$ cat src/rtl/fetch_pkg.sv
// Shared types and helpers for the instruction fetch controller.
package fetch_pkg;

    typedef enum logic [1:0] {
        BOOT = 2'd0,
        RUN  = 2'd1,
        HALT = 2'd2
    } fetch_state_e;

    localparam int unsigned INST_BYTES = 4;

    function automatic logic [31:0] align_pc(input logic [31:0] pc);
        return {pc[31:2], 2'b00};
    endfunction

endpackage

$ cat src/rtl/fetch_fifo.sv
// Synchronous prefetch FIFO holding {pc, instruction} pairs; flush empties it in one cycle.
module fetch_fifo
    import fetch_pkg::*;
#(
    parameter int unsigned DEPTH = 4,
    parameter int unsigned WIDTH = 64
) (
    input  logic                       clock,
    input  logic                       reset,
    input  logic                       flush,
    input  logic                       push,
    input  logic                       pop,
    input  logic [WIDTH-1:0]           push_data,
    output logic [WIDTH-1:0]           head_data,
    output logic [$clog2(DEPTH):0]     count
);

    localparam int unsigned PW = $clog2(DEPTH);
    localparam logic [PW:0] FULL = (PW+1)'(DEPTH);

    logic [WIDTH-1:0] mem [DEPTH];
    logic [PW-1:0]    rd_ptr;
    logic [PW-1:0]    wr_ptr;
    logic             pop_ok;
    logic             push_ok;

    // A push into a full FIFO is accepted when the head leaves in the same cycle.
    assign pop_ok  = pop && (count != '0);
    assign push_ok = push && ((count != FULL) || pop_ok);

    always_ff @(posedge clock) begin
        if (reset || flush) begin
            rd_ptr <= '0;
            wr_ptr <= '0;
            count  <= '0;
        end else begin
            if (push_ok) begin
                wr_ptr <= wr_ptr + 1'b1;
            end
            if (pop_ok) begin
                rd_ptr <= rd_ptr + 1'b1;
            end
            case ({push_ok, pop_ok})
                2'b10:   count <= count + 1'b1;
                2'b01:   count <= count - 1'b1;
                default: count <= count;
            endcase
        end
    end

    always_ff @(posedge clock) begin
        if (push_ok && !reset && !flush) begin
            mem[wr_ptr] <= push_data;
        end
    end

    assign head_data = (count != '0) ? mem[rd_ptr] : '0;

endmodule

$ cat src/rtl/inst_fetch_ctrl.sv
// Instruction fetch controller: owns fetch_pc, drives the ROM address and queues fetched words.
module inst_fetch_ctrl
    import fetch_pkg::*;
#(
    parameter int unsigned ADDR_WIDTH = 8,
    parameter int unsigned DEPTH      = 4,
    parameter logic [31:0] RESET_PC   = 32'h0000_0000
) (
    input  logic        clock,
    input  logic        reset,
    output logic [31:0] rom_addr,
    input  logic [31:0] rom_data,
    input  logic        redirect_valid,
    input  logic [31:0] redirect_pc,
    input  logic        halt,
    output logic        inst_valid,
    input  logic        inst_ready,
    output logic [31:0] inst_out,
    output logic [31:0] inst_pc,
    output logic        misalign,
    output logic [1:0]  fetch_state
);

    localparam int unsigned CW = $clog2(DEPTH) + 1;
    localparam logic [CW-1:0] FULL = CW'(DEPTH);

    if (ADDR_WIDTH < 1 || ADDR_WIDTH > 30) begin : g_bad_addr_width
        $error("inst_fetch_ctrl: ADDR_WIDTH must be within 1..30");
    end
    if (DEPTH < 2 || (DEPTH & (DEPTH - 1)) != 0) begin : g_bad_depth
        $error("inst_fetch_ctrl: DEPTH must be a power of two, at least 2");
    end

    fetch_state_e   state;
    logic [31:0]    fetch_pc;
    logic [CW-1:0]  count;
    logic [63:0]    head_data;
    logic           pop;
    logic           push;

    // A pop coinciding with a redirect is dropped along with the rest of the queue.
    assign pop  = inst_valid && inst_ready && !redirect_valid;
    assign push = (state == RUN) && !redirect_valid && ((count != FULL) || pop);

    always_ff @(posedge clock) begin
        if (reset) begin
            state <= BOOT;
        end else if (redirect_valid) begin
            state <= RUN;
        end else begin
            state <= halt ? HALT : RUN;
        end
    end

    always_ff @(posedge clock) begin
        if (reset) begin
            fetch_pc <= RESET_PC;
        end else if (redirect_valid) begin
            fetch_pc <= align_pc(redirect_pc);
        end else if (push) begin
            fetch_pc <= fetch_pc + 32'(INST_BYTES);
        end
    end

    always_ff @(posedge clock) begin
        if (reset) begin
            misalign <= 1'b0;
        end else begin
            misalign <= redirect_valid && (redirect_pc[1:0] != 2'b00);
        end
    end

    fetch_fifo #(
        .DEPTH (DEPTH),
        .WIDTH (64)
    ) u_fifo (
        .clock     (clock),
        .reset     (reset),
        .flush     (redirect_valid),
        .push      (push),
        .pop       (pop),
        .push_data ({fetch_pc, rom_data}),
        .head_data (head_data),
        .count     (count)
    );

    assign rom_addr    = fetch_pc;
    assign inst_valid  = (count != '0);
    assign inst_pc     = head_data[63:32];
    assign inst_out    = head_data[31:0];
    assign fetch_state = state;

endmodule
$ cat config.mk
export PLATFORM = sky130hd
export DESIGN_NAME = inst_fetch_ctrl
export DESIGN_NICKNAME = d
export VERILOG_FILES = /design/src/rtl/fetch_pkg.sv /design/src/rtl/fetch_fifo.sv /design/src/rtl/inst_fetch_ctrl.sv
export SDC_FILE = /design/constraint.sdc
export NUM_CORES = 1
export LEC_CHECK = 0
export BUFFER_PORTS_ARGS = -buffer_cell sky130_fd_sc_hd__buf_2
export CAP_MARGIN = 20
export CORE_MARGIN = 5
export CORE_UTILIZATION = 55
export CTS_CLUSTER_SIZE = 28
export DETAILED_ROUTE_END_ITERATION = 8
export HOLD_SLACK_MARGIN = 0.15
export PLACE_DENSITY = 0.89
export SYNTH_ARGS = -nofsm -noshare
export SYNTH_HDL_FRONTEND = slang
export SYNTH_HIERARCHICAL = 1
export SYNTH_SLANG_ARGS = --single-unit
$ cat constraint.sdc
create_clock -name clock -period 4.4 [get_ports clock]
set_clock_uncertainty 0.05 [all_clocks]
set_input_delay 0.88 -clock clock [delete_from_list [all_inputs] [get_ports clock]]
set_output_delay 0.88 -clock clock [all_outputs]
set_load 0.01 [all_outputs]
==> results.sh <==
export IMPL_ant_nets=0
export IMPL_area_delta_synth_final_pct=16.7
export IMPL_synthCells=703
export IMPL_path_max_fanout=27
export IMPL_synth_distinct_cells=65
export IMPL_synth_edf_count=256
export IMPL_report_power_total_mw=5.81
export IMPL_whs_ns=0.460
export IMPL_grt_ovfl_total=0
export IMPL_synth_main_ff_cell="edfxtp_1"
export IMPL_cts_resized=0
export IMPL_clock_root_buffer="clkbuf_16"
export IMPL_async_reset_ff_share_pct=0
export IMPL_ir_drop_v=0.000304
export IMPL_num_antenna_cells=0
export IMPL_yosysWarnings=6
export IMPL_dieArea_um2=25400
export IMPL_drt_initial_drc_count=560
export IMPL_r2r_end="u_fifo/mem[1][7]"
export IMPL_placedCellCount=1127
export IMPL_worstSetupEndpointType="output port"
export IMPL_stdcell_count=1179
export IMPL_fin_ws_ns=0.925
export IMPL_std_cell_rows=54
export IMPL_place_congestion=0.835
export IMPL_final_nets=952
export IMPL_ys_seq_elements=298
export IMPL_worst_setup_path_type="reg -> out"
export IMPL_fin_crit_ns=3.48
export IMPL_worst_ep_arrival_time_ns=2.55
export IMPL_routed_wl_um=27400
export IMPL_core_um2=21900
export IMPL_min_from="halt"
export IMPL_final_hold_violation_count=0
export IMPL_syn_area_um2=12300
export IMPL_synth_avg_cell_area_um2=17.5
export IMPL_die_w_um=159
export IMPL_hold_path_class="in -> reg"
export IMPL_dp_hpwl_um=17000
export IMPL_h_tree_depth=1
export IMPL_cp_cell_sequence="buf_4 -> mux4_2 -> and2b_1 -> buf_2"
export IMPL_final_core_util_pct=65.5
export IMPL_ctsHoldBuffers=0
export IMPL_grt_pass1_wl_um=42200
export IMPL_worstRegToRegCells=8
export IMPL_whs_endpoint="fetch_state[0]"
export IMPL_final_common_cell="edfxtp_1"
export IMPL_cts_sinks=298
export IMPL_slew_viol_final=0
export IMPL_grt_max_degree=65
export IMPL_first_pass_iters=4
export IMPL_clock_latency_ns=0.55
export IMPL_final_cell_mix="256 x edfxtp_1, 166 x buf_2, 64 x mux4_2, 55 x nor2b_1, 40 x dfxtp_1"
export IMPL_seq_area_frac_synth_pct=69.5
export IMPL_crit_slowest_cell="mux4_2"
export IMPL_vias_per_cell=5.88
export IMPL_groute_usage_overall_pct=21.1
export IMPL_numCtsBuffers=28
export IMPL_pwr_density_cell_nw_per_um2=405
export IMPL_post_place_ws_ns=0.935
export IMPL_cts_setup_buffers=0
export IMPL_numPortBuffers=166
export IMPL_io_pins=169
export IMPL_antenna_found_initial=0
export IMPL_initial_utilization_pct=56.1
export IMPL_rr_startpoint="u_fifo/count[1]"
export IMPL_outcome="finished clean"
export IMPL_drc=0
export IMPL_cts_tree="done"
export IMPL_grt_pass1_vias=6991
export IMPL_start_kind="flip-flop"
export IMPL_finalSetupViolations=0
export IMPL_cap_viol_max_count=0
export IMPL_cts_buffer_depth=3
export IMPL_die_h_um=159
export IMPL_fin_setup_tns_ns=0
export IMPL_placed_cell_area_um2=13400
export IMPL_relSlewSlack_pct=36.7
export IMPL_hold_path_depth=2
export IMPL_rsz0062_at_grt="false"
export IMPL_wl_per_cell_um=23.3
export IMPL_vias=6927
export IMPL_critPathRequiredTime_ns=3.47
export IMPL_drive_gt1_share_pct=35.3
export IMPL_max_freq_mhz=288
export IMPL_design_area_um2=14300
export IMPL_rrSetupSlack_ns=1.26
export IMPL_max_stage_delay_ns=0.59
export IMPL_fin_crit_sh_pct=79.0
export IMPL_leakage_nw=4.93
export IMPL_clkTransAtPathRegs_ns=0.06
export IMPL_tightest_slew_ns=0.950
-- logic make-up after synthesis --
logic type | after synthesis | share of synthesized area [%]
AOI/OAI and AO/OA | 50 | 3.01
DFF | 298 | 69.5
muxes | 70 | 12.2
buffers and inverters | 54 | 2.51
and+or+nand+nor | 199 | 10.3
xor gates and xnor gates | 25 | 1.78
adders and majority gates | 6 | 0.673
other | 1 | 0.0305
-- worst max path at each step --
stage | end | slack, ns
CTS | inst_pc[29] | 0.86
global placement | u_fifo/mem[1][0] | 1.06
floorplan | u_fifo/mem[1][0] | 0.41
finish | inst_pc[29] | 0.92
detailed placement | u_fifo/mem[1][10] | 0.93
global route | inst_pc[29] | 0.75
-- routing by layer --
| metal | global-route usage (%) | vias up | part of all wire, % |
|---|---|---|---|
| li1 | - | 3081 | - |
| met1 | 29.4 | 3499 | 41 |
| met2 | 35.1 | 305 | 50 |
| met3 | 3.44 | 42 | 6.6 |
| met4 | 5.70 | 0 | 2.8 |
| met5 | 0 | - | 0 |
-- flip-flops by register name, summed over array words and instances, names as in the netlist, named ones only --
name / cells
fetch_state: 2
misalign: 1
rom_addr: 30
u_fifo/count: 3
u_fifo/mem: 256
u_fifo/rd_ptr: 2
u_fifo/wr_ptr: 2
-- layout make-up --
cell class	count	area (µm²)
Clock buffer	32	716
Clock inverter	20	238
Fill cell	1470	7560
Inverter	12	45.0
Multi-Input combinational cell	360	3490
Sequential cell	298	8540
Tap cell	280	350
Timing Repair Buffer	177	963
-- cell usage after synthesis, drive strengths merged, types with 2 or more instances --
library cell / n / share of area (%)
edfxtp: 256 / 63
nand4: 9 / 0.83
ha: 5 / 0.51
a21oi: 7 / 0.29
nor4b: 2 / 0.19
nor2b: 55 / 2.8
a32oi: 2 / 0.14
xor2: 4 / 0.29
a211oi: 19 / 1.2
or3: 5 / 0.26
and4: 5 / 0.41
nor3: 13 / 0.74
clkbuf: 17 / 0.53
xnor2: 21 / 1.5
nor4: 9 / 0.66
nand2b: 4 / 0.26
and3: 4 / 0.20
nor2: 37 / 1.1
o22ai: 2 / 0.10
and2: 9 / 0.46
dfxtp: 42 / 6.8
nand3: 12 / 0.49
inv: 12 / 0.37
mux2i: 6 / 0.49
o311ai: 2 / 0.14
and2b: 11 / 0.68
o21ai: 4 / 0.16
o211ai: 2 / 0.12
nand2: 16 / 0.64
buf: 25 / 1.6
mux4: 64 / 12
a31oi: 6 / 0.31
-- power breakdown --
| part | leakage [nW] | switching [mW] | internal (mW) |
|---|---|---|---|
| Clock | 0.465 | 1.04 | 1.42 |
| Combinational | 1.81 | 0.106 | 0.0793 |
| Sequential | 2.66 | 0.0627 | 3.10 |
| Total | 4.93 | 1.21 | 4.60 |
-- critical path, delay by kind of cell (launching register included) --
family                 cells  cell delay (ns)
multiplexers               1             0.59
AND/OR/NAND/NOR            1             0.22
flip-flops                 1             0.52
buffers and inverters      2             0.66
Note: power is estimated with default switching activity, not from simulation.
